==> config.mk <==
export PLATFORM = sky130hd
export DESIGN_NAME = branch_resolve_unit
export DESIGN_NICKNAME = d
export VERILOG_FILES = /design/src/rtl/branch_resolve_unit.sv
export SDC_FILE = /design/constraint.sdc
export NUM_CORES = 1
export LEC_CHECK = 0
export CORE_UTILIZATION = 40
export CTS_CLUSTER_DIAMETER = 100
export DETAILED_ROUTE_END_ITERATION = 16
export PLACE_DENSITY = 0.76
export SLEW_MARGIN = 20
export SYNTH_ARGS = -nofsm -noshare
export SYNTH_HDL_FRONTEND = slang
export SYNTH_SLANG_ARGS = --single-unit
==> constraint.sdc <==
create_clock -name clk -period 4.3 [get_ports clk]
set_input_delay 0.86 -clock clk [delete_from_list [all_inputs] [get_ports clk]]
set_output_delay 0.86 -clock clk [all_outputs]
set_load 0.01 [all_outputs]
==> src/rtl/branch_resolve_unit.sv <==
// Branch resolution for the 2-wide pipe: resolves both slots against a static
// not-taken prediction, redirects fetch on a mispredict and drains the front end.
module branch_resolve_unit #(
  parameter int ADDR_W       = 32,
  parameter int FLUSH_CYCLES = 2,
  parameter int CNT_W        = 16
) (
  input  logic              clk,
  input  logic              rst_n,
  input  logic              in_valid,
  output logic              in_ready,
  input  logic [1:0]        br_en,
  input  logic [2:0]        cond0,
  input  logic [2:0]        cond1,
  input  logic [1:0]        lt,
  input  logic [1:0]        eq,
  input  logic [ADDR_W-1:0] tgt0,
  input  logic [ADDR_W-1:0] tgt1,
  output logic              resolve_valid,
  output logic [1:0]        slot_taken,
  output logic              slot_kill,
  output logic              redirect_valid,
  input  logic              redirect_ready,
  output logic [ADDR_W-1:0] redirect_pc,
  output logic              flush,
  output logic [CNT_W-1:0]  mispred_cnt
);

  typedef enum logic [1:0] {S_IDLE, S_REDIRECT, S_FLUSH} state_e;

  localparam logic [3:0] FLUSH_LD = 4'(FLUSH_CYCLES);

  state_e              state_q, state_d;
  logic [3:0]          fcnt_q, fcnt_d;
  logic                resolve_q;
  logic [1:0]          taken_q;
  logic                kill_q;
  logic [ADDR_W-1:0]   pc_q;
  logic [CNT_W-1:0]    cnt_q;

  logic                accept, t0, t1, mispred;
  logic [1:0]          taken_d;
  logic [ADDR_W-1:0]   pc_d;

  function automatic logic cond_taken(input logic [2:0] c, input logic l, input logic e);
    case (c)
      3'b000:  return e;
      3'b001:  return ~e;
      3'b010:  return l;
      3'b011:  return ~l;
      3'b100:  return l | e;
      3'b101:  return ~l & ~e;
      3'b110:  return 1'b1;
      default: return 1'b0;
    endcase
  endfunction

  always_comb begin
    accept  = in_valid & (state_q == S_IDLE);
    t0      = br_en[0] & cond_taken(cond0, lt[0], eq[0]);
    t1      = br_en[1] & cond_taken(cond1, lt[1], eq[1]);
    mispred = t0 | t1;
    // Older slot wins: a taken slot 0 squashes slot 1's result.
    taken_d = t0 ? 2'b01 : {t1, 1'b0};
    pc_d    = t0 ? tgt0 : (t1 ? tgt1 : '0);
  end

  always_comb begin
    state_d = state_q;
    fcnt_d  = fcnt_q;
    case (state_q)
      S_IDLE: if (accept && mispred) state_d = S_REDIRECT;
      S_REDIRECT: begin
        if (redirect_ready) begin
          fcnt_d  = FLUSH_LD;
          state_d = (FLUSH_LD == 4'd0) ? S_IDLE : S_FLUSH;
        end
      end
      S_FLUSH: begin
        fcnt_d = fcnt_q - 4'd1;
        if (fcnt_q <= 4'd1) state_d = S_IDLE;
      end
      default: state_d = S_IDLE;
    endcase
  end

  always_ff @(posedge clk or negedge rst_n) begin
    if (!rst_n) begin
      state_q   <= S_IDLE;
      fcnt_q    <= '0;
      resolve_q <= 1'b0;
      taken_q   <= '0;
      kill_q    <= 1'b0;
      pc_q      <= '0;
      cnt_q     <= '0;
    end else begin
      state_q   <= state_d;
      fcnt_q    <= fcnt_d;
      resolve_q <= accept;
      if (accept) begin
        taken_q <= taken_d;
        kill_q  <= t0;
        pc_q    <= pc_d;
        if (mispred && (cnt_q != '1)) cnt_q <= cnt_q + 1'b1;
      end
    end
  end

  always_comb begin
    in_ready       = (state_q == S_IDLE);
    resolve_valid  = resolve_q;
    slot_taken     = resolve_q ? taken_q : 2'b00;
    slot_kill      = resolve_q & kill_q;
    redirect_valid = (state_q == S_REDIRECT);
    redirect_pc    = (state_q == S_REDIRECT) ? pc_q : '0;
    flush          = (state_q != S_IDLE);
    mispred_cnt    = cnt_q;
  end

endmodule

After elaboration in Yosys (flattened, before gate mapping)
Cells that the tools add are included.
- add/sub/neg operators: 2
- $mul: 0
- div/mod/pow operators: 0
- order comparisons: 1
- eq/ne operators: 18
- shift-type cells: 0
- mux-type cells: 13
- bitwise operators: 13
- reduce and logical (&&, ||, !) cells: 10
- operators by type and width (cell ; count):
    32-bit 2-to-1 mux ; 3
    3-bit == test (second input constant) ; 6
    16-bit by 1-bit adder with 16-bit output (second input constant) ; 1
    16-bit inequality test (second input constant) ; 1
    1-bit case mux with 7 select lines ; 2
    3-bit by 2-bit == test with 1-bit output (second input constant) ; 4
    2-bit 2-to-1 mux ; 5
    4-bit case mux with 2 select lines ; 1
    1-bit AND ; 6
    3-bit by 1-bit == test with 1-bit output (second input constant) ; 2
    3-bit zero test ; 2
    2-bit case mux with 3 select lines ; 1
    4-bit by 1-bit less-or-equal comparator with 1-bit output (second input constant) ; 1
    4-bit 2-to-1 mux ; 1
    2-bit by 1-bit inequality test with 1-bit output (second input constant) ; 2
    1-bit inverter ; 4
    2-bit AND reduction ; 2
    2-bit nonzero test ; 2
    4-bit by 1-bit subtractor with 4-bit output (second input constant) ; 1
    1-bit OR ; 3
    3-bit AND reduction ; 1
    2-bit by 1-bit == test with 1-bit output (second input constant) ; 1
    2-bit == test (second input constant) ; 1
    1-bit logical AND ; 2
    other kinds (2) ; 2
- flip-flop bits (word level): 58
- bits in latches: 0
- memory bits (writable): 0
- memory bits (read-only): 0
- input port bits: 80
- output and inout bits: 55
- logic and storage cells: 64
- memories: 0

Logic depth before layout (Yosys ltp)
Gate-level depths: netlist of the first run.
- word-level depth: 8
- depth in mapped cells: 8
- depth with buffers taken out: 7

Worst setup path before layout of the first run
OpenSTA, ideal clock, no wires.
- kind: input -> register
- start point: in cond0[1]
- end point: reg cnt_q[11], in the netlist mispred_cnt[11]
- library setup time: 0.125 ns
- arrival: 2.129 ns
- data required time: 4.175 ns
- slack: 2.046 ns
- stages on the path: 6
- path buffers: 1
- cells stage by stage: mux2i_1 -> a21oi_2 -> mux2_4 -> buf_6 -> o211ai_1 -> mux2_2
- word-level cells in the longest chain between the ends: 6
- elaborated cells on any way between the ends: 12
- those cells by class: eq/ne: 6; mux: 1; bitwise: 2; reduce/logical: 3
- RTL lines (element ; RTL line ; RTL):
    start: declaration ; 13 ; input logic [2:0] cond0,
    3-bit == test (tied with other cells) ; 46 ; case (c)
    1-bit case mux with 7 select lines (*) ; 46 ;
    1-bit AND (*) ; 60 ; t0 = br_en[0] & cond_taken(cond0, lt[0], eq[0]);
    1-bit OR (*) ; 62 ; mispred = t0 | t1;
    1-bit logical AND (*) ; 104 ; if (mispred && (cnt_q != '1)) cnt_q <= cnt_q + 1'b1;
    2-bit AND reduction (no source line) (*) ; - ;
    end signal: assignment ; 104 ;
    end: declaration ; 39 ; logic [CNT_W-1:0] cnt_q;
Every way passes the cells marked *; elsewhere a longest branch is shown, timed or not.
A chain may end at the register's enable or synchronous reset.

Worst setup path in the final report of the first run
- start point: in cond1[1]
- end point: reg pc_q[27]
- word-level cells in the longest chain between the ends: 5
- elaborated cells on any way between the ends: 11
- those cells by class: eq/ne: 6; mux: 3; bitwise: 1; reduce/logical: 1
- RTL lines (element ; RTL line ; RTL):
    start: declaration ; 14 ; input logic [2:0] cond1,
    3-bit == test (tied with other cells) ; 46 ;
    1-bit case mux with 7 select lines (*) ; 46 ;
    1-bit AND (*) ; 61 ; t1 = br_en[1] & cond_taken(cond1, lt[1], eq[1]);
    32-bit 2-to-1 mux (*) (2 in series) ; 65 ; pc_d = t0 ? tgt0 : (t1 ? tgt1 : '0);
    end signal: assignment ; 103 ; pc_q <= pc_d;
    end: declaration ; 38 ; logic [ADDR_W-1:0] pc_q;
Marked as above.

==> impl_metrics.toml, run 1 <==
[status]
status = "completed"

[sta]
rsz0062_at_grt = "false"
setup_violations = 0
finClkSkew_ns = 0.00728
setup_slack_ns = 1.20
period_needed_ns = 3.10
slew_headroom = 0.321
max_freq_ghz = 0.323
slew_violations = 0
worst_pin_slew_ns = 0.997
fin_setup_tns_ns = 0
final_hold_viol_count = 0
final.period_utilization = 0.720

[run]
cap_viol_max_count = 0

[setup_path]
cp-start-kind = "primary input"
cp_cell_sequence = "clkdlybuf4s50_1 > mux2_1 > o21ai_2 > mux2i_4 > buf_4 > nand3_1 > a21oi_1"
ff2ff_path_depth = 7
r2r_slack_ns = 2.12
path_delay_family = "multiplexers"
end_kind = "flop"
r2r-start = "state_q[1]"
r2r-end = "mispred_cnt[8]"
critPathBufInv = 2
crit_required_ns = 4.55
crit_slowest_cell = "mux2i_4"
cp_data_arrival_time_ns = 3.35
max_stage_delay_ns = 0.77
worstPathMaxFanout = 29
path_class = "in -> reg"

[power_and_ir_drop]
ir_drop_uv = 308
p_clk_frac = 0.205
pwr-share-comb = 0.411
finalPower_mw = 2.31
switching_share = 0.345
p_sw_mw = 0.797
pwr-share-seq = 0.384
p_int_mw = 1.51
p_leak_nw = 1.92
power.density_nw_per_um2 = 486

[yosys]
synth.area.top_cells = "dfrtp_1 45%, a21oi_1 10%, and2_1 7.1%"
netlist_area_sq_um = 3170
yosysWarnings = 0
synth_most_common_cell = "a21oi_1"
synth_edf_count = 0
ys_seq_area_frac = 0.450
ys_ff_latch = 57
ys.flop_type = "dfrtp_1"
synthTopCellsByCount = "66 x a21oi_1, 57 x dfrtp_1, 40 x nand3_1, 40 x nor2_1, 36 x and2_1"
synth_nets = 442
synthDistinctLibCells = 46
syn-mean-instance-area_sq_um = 8.83
synthCells = 359
yosysTopAreaCellShare = 0.450
synth_largest_area_cell = "dfrtp_1"
ys_async_sr_fraction = 1.00

[drt]
drcViolationCount = 0
vias = 3146
first_pass_iters = 5
drt_iter0_drc = 123
drt_wl_total_mm = 8.81
postRouteAntennaNets = 0
wl_per_cell_um = 15.0
vias_per_cell = 5.34

[clock_network]
cts_setup_buffers = 0
cts_buffers = 9
clk-insertion-delay-late_ns = 0.33
cts.sinks = 57
cts-resized-gates = 0
cts_hold_buf = 0
clk_pin_slew_worst_paths_ns = 0.07
cts_tree = "yes"
cts_max_level = 3
cts_root_buf = "clkbuf_8"
cts_max_path_buffers = 2

[floorplan]
fp-row-count = 32
die_x_um = 91.0
core_sq_um = 7690
start_util = 0.412
die_area_sq_um = 8290
die_y_um = 91.0
ioPinCount = 135

[placement]
preCtsSetupSlack_ns = 0.872
dp.cells = 573
place_congestion = 0.840
io_buffers = 134
hpwl_mm = 6.03

[worst_hold_path]
worstHoldStart = "taken_q[1]"
holdPathEnd = "taken_q[1]"
hold_depth = 2
hp-class = "reg -> reg"

[cells_and_area]
drive_gt1_frac = 0.0657
layout.nets = 565
synthToLayoutAreaGrowth_pct = 49.8
diodes = 0
fin_cells = 589

[global_route]
first_global_vias = 3049
grt_pass1_wl_mm = 14.6
grt_max_degree = 49
grt_use_total = 0.220
antenna_found_initial = 0
overflow = 0
## power by group through the flow
stage	combinational [mW]	sequential, mW	clock, mW
after floorplan	0.531	0.865	0
after global placement	0.932	0.884	0
after detailed placement	0.956	0.894	0
after CTS	0.961	0.886	0.484
after global routing	1.05	0.916	0.510
final	0.949	0.886	0.473
## worst max-delay path by stage
| stage | start | cells after the start | slack, ns | endpoint |
|---|---|---|---|---|
| after detailed placement | cond1[1] | 7 | 0.87 | pc_q[27] |
| final | cond1[1] | 7 | 1.20 | pc_q[27] |
| after floorplan | cond0[1] | 6 | 2.05 | mispred_cnt[11] |
| after CTS | cond1[1] | 7 | 1.21 | pc_q[27] |
| after global placement | cond1[1] | 7 | 0.95 | pc_q[4] |
| after global routing | cond1[1] | 7 | 1.03 | pc_q[27] |
## cell usage in the layout (no fill, tap or decap), types with 4 or more instances in the layout
cell             count
a311oi_1             4
o2111ai_1            5
inv_1                7
o21ai_0              5
and3_1               4
buf_4                4
nand3_1             40
nor2_1              40
nand2_1              9
nor3_1               4
a21oi_1             66
and2_1              36
clkbuf_8            13
dfrtp_1             57
o211ai_1             5
xnor2_1             12
clkdlybuf4s50_1    133
## worst reg2reg max path, stage by stage, from the launching register on
cell and delay, ns:
dfrtp_1 0.48, nor2_1 0.20, nand2_1 0.11, inv_2 0.55, nand3_1 0.15, a311oi_1 0.23, o21ai_0 0.17, xnor2_1 0.18
## per-stage QoR
stage          utilization  hold WS [ns]  instance area (sq um)
3_3_place_gp         0.593         0.451                   4560
5_1_grt              0.618         0.497                   4750
4_1_cts              0.618         0.472                   4750
2_1_floorplan            -         0.431                   3170
6_report             0.618         0.465                   4750
3_5_place_dp         0.593         0.458                   4560
## registers in the layout, summed over array words and instances (netlist names)
register / cells
state_q: 2
taken_q: 2
mispred_cnt: 16
resolve_valid: 1
fcnt_q: 4
pc_q: 32
## cell families (layout without fill, tap and decap cells)
logic type	Yosys count	after routing	share of synthesized area
AND/OR/NAND/NOR	149	149	0.247
AO/OA/AOI/OAI	95	95	0.175
flip-flops	57	57	0.450
buffers and inverters	34	162	0.0509
XOR/XNOR	14	14	0.0387
multiplexers	7	7	0.0272
adder cells (fa/ha/maj)	3	3	0.0118
## layer usage
metal / vias up / wire, um / GRT usage / part of all wire
li1: 1503 / - / - / -
met1: 1504 / 3660 / 0.272 / 0.42
met2: 126 / 4400 / 0.371 / 0.50
met3: 13 / 606 / 0.0553 / 0.069
met4: 0 / 145 / 0.0833 / 0.016
met5: - / 0 / 0 / 0
## cell type report
cell class | count | area [sq um]
Sequential cell | 57 | 1430
Timing Repair Buffer | 138 | 1370
Fill cell | 682 | 2940
Tap cell | 102 | 128
Multi-Input combinational cell | 268 | 1610
Clock buffer | 14 | 183
Inverter | 8 | 30.0
Clock inverter | 2 | 10.0
(Power assumes the default switching activity.)
==> inputs of run 2 (changes only) <==
==> constraint.sdc (replaced) <==
create_clock -name clk -period 3.1 [get_ports clk]
set_input_delay 0.62 -clock clk [delete_from_list [all_inputs] [get_ports clk]]
set_output_delay 0.62 -clock clk [all_outputs]
set_load 0.01 [all_outputs]
==> run 2 against run 1 <==
  * Register-to-register slack got worse by 1.0 ns
  * Cell count rose by 0.85%
  * Sequential cell count did not move
  * Die area did not move
  * Core utilization rose by 0.76 points
  * Sequential share of layout area fell by 0.37 points
  * Clock-buffer cell count fell by 1
  * First-iteration DRC count fell by 1.6%
  * Critical path depth fell by 3
==> impl_metrics.toml, run 2 (synthesis gave the netlist of run 1 again) <==
[status]
status = "completed"

[drt]
vias = 3169
drt_iter0_drc = 121
vias_per_cell = 5.34
drt_wl_total_mm = 8.99
drcViolationCount = 0
postRouteAntennaNets = 0
first_pass_iters = 4
wl_per_cell_um = 15.1

[clock_network]
cts_max_path_buffers = 2
cts-resized-gates = 0
clk_pin_slew_worst_paths_ns = 0.06
cts_hold_buf = 0
cts_setup_buffers = 0
cts_root_buf = "clkbuf_8"
cts.sinks = 57
cts_buffers = 9
clk-insertion-delay-late_ns = 0.33
cts_tree = "yes"
cts_max_level = 3

[sta]
rsz0062_at_grt = "false"
finClkSkew_ns = 0.00783
slew_headroom = 0.511
worst_pin_slew_ns = 0.734
period_needed_ns = 2.63
fin_setup_tns_ns = 0
max_freq_ghz = 0.380
setup_violations = 0
slew_violations = 0
final_hold_viol_count = 0
final.period_utilization = 0.849
setup_slack_ns = 0.467

[floorplan]
die_y_um = 91.0
fp-row-count = 32
die_area_sq_um = 8290
start_util = 0.412
die_x_um = 91.0
ioPinCount = 135
core_sq_um = 7690

[setup_path]
cp_data_arrival_time_ns = 2.01
r2r-start = "mispred_cnt[1]"
max_stage_delay_ns = 0.54
cp-start-kind = "flop"
critPathBufInv = 2
worstPathMaxFanout = 34
crit_required_ns = 2.48
worst_setup_path_startpoint = "state_q[0]"
cp_cell_sequence = "nor2b_2 > buf_4 > and2_1 > clkdlybuf4s50_1"
path_class = "reg -> out"
path_delay_family = "buffers and inverters"
end_kind = "output port"
crit_slowest_cell = "clkdlybuf4s50_1"

[cells_and_area]
final_util = 0.625
num-fill-cells = 711
layout_common_cells = "133 x clkdlybuf4s50_1, 66 x a21oi_1, 57 x dfrtp_1"
layout_commonest_cell = "clkdlybuf4s50_1"
synthToLayoutAreaGrowth_pct = 51.7
largest_reg_flops = 32
multiInputGateArea_sq_um = 1610
final-seq-area_sq_um = 1430
diodes = 0
layout.nets = 570
top_register = "pc_q"
drive_gt1_frac = 0.0711

[power_and_ir_drop]
p_clk_frac = 0.207
p_sw_mw = 1.11
pwr-share-seq = 0.380
finalPower_mw = 3.24
ir_drop_uv = 352
p_leak_nw = 1.95
p_int_mw = 2.13
pwr-share-comb = 0.413
power.density_nw_per_um2 = 674
switching_share = 0.344

[global_route]
first_global_vias = 3115
grt_pass1_wl_mm = 14.8
antenna_found_initial = 0
overflow = 0
grt_use_total = 0.223
grt_max_degree = 39

[placement]
preCtsSetupSlack_ns = 0.239
place_congestion = 0.828
hpwl_mm = 6.26
io_buffers = 134

[run]
cap_viol_max_count = 0

[worst_hold_path]
hp-class = "in -> async"
==> run 2: path summary, 6_finish.rpt <==
kind	slack (ns)	depth (start not counted)	to
setup reg to reg	1.09	6	mispred_cnt[1]
hold reg to reg	0.47	2	taken_q[1]
setup / recovery	0.47	4	redirect_pc[28]
max in group asynchronous	1.93	2	mispred_cnt[15]
min in group clk	0.47	2	taken_q[1]
hold / removal	0.35	1	mispred_cnt[2]
==> run 2: final cells by class <==
cell class | instances | share of cell area
Clock buffer | 13 | 0.0310
Clock inverter | 3 | 0.00833
Inverter | 8 | 0.00625
Multi-Input combinational cell | 268 | 0.334
Sequential cell | 57 | 0.297
Tap cell | 102 | 0.0265
Timing Repair Buffer | 143 | 0.297
==> run 2: per-layer routing <==
metal / up-vias / GRT usage / share of wire
met2: 117 / 0.386 / 0.50
li1: 1511 / - / -
met3: 10 / 0.0586 / 0.066
met1: 1531 / 0.273 / 0.42
met5: - / 0 / 0
met4: 0 / 0.0648 / 0.012
==> run 2: power groups by stage <==
stage	logic (mW)	clock network (mW)	registers [mW]
2_1_floorplan	0.736	0	1.20
3_3_place_gp	1.31	0	1.22
3_5_place_dp	1.35	0	1.24
4_1_cts	1.35	0.691	1.23
5_1_grt	1.48	0.723	1.27
6_report	1.34	0.672	1.23
==> run 2: through the flow <==
stage,instances,hold WS [ns],instance area [sq um]
2_1_floorplan,359,0.324,3170
3_3_place_gp,578,0.443,4620
3_5_place_dp,578,0.469,4620
4_1_cts,594,0.373,4810
5_1_grt,594,0.401,4810
6_report,594,0.347,4810
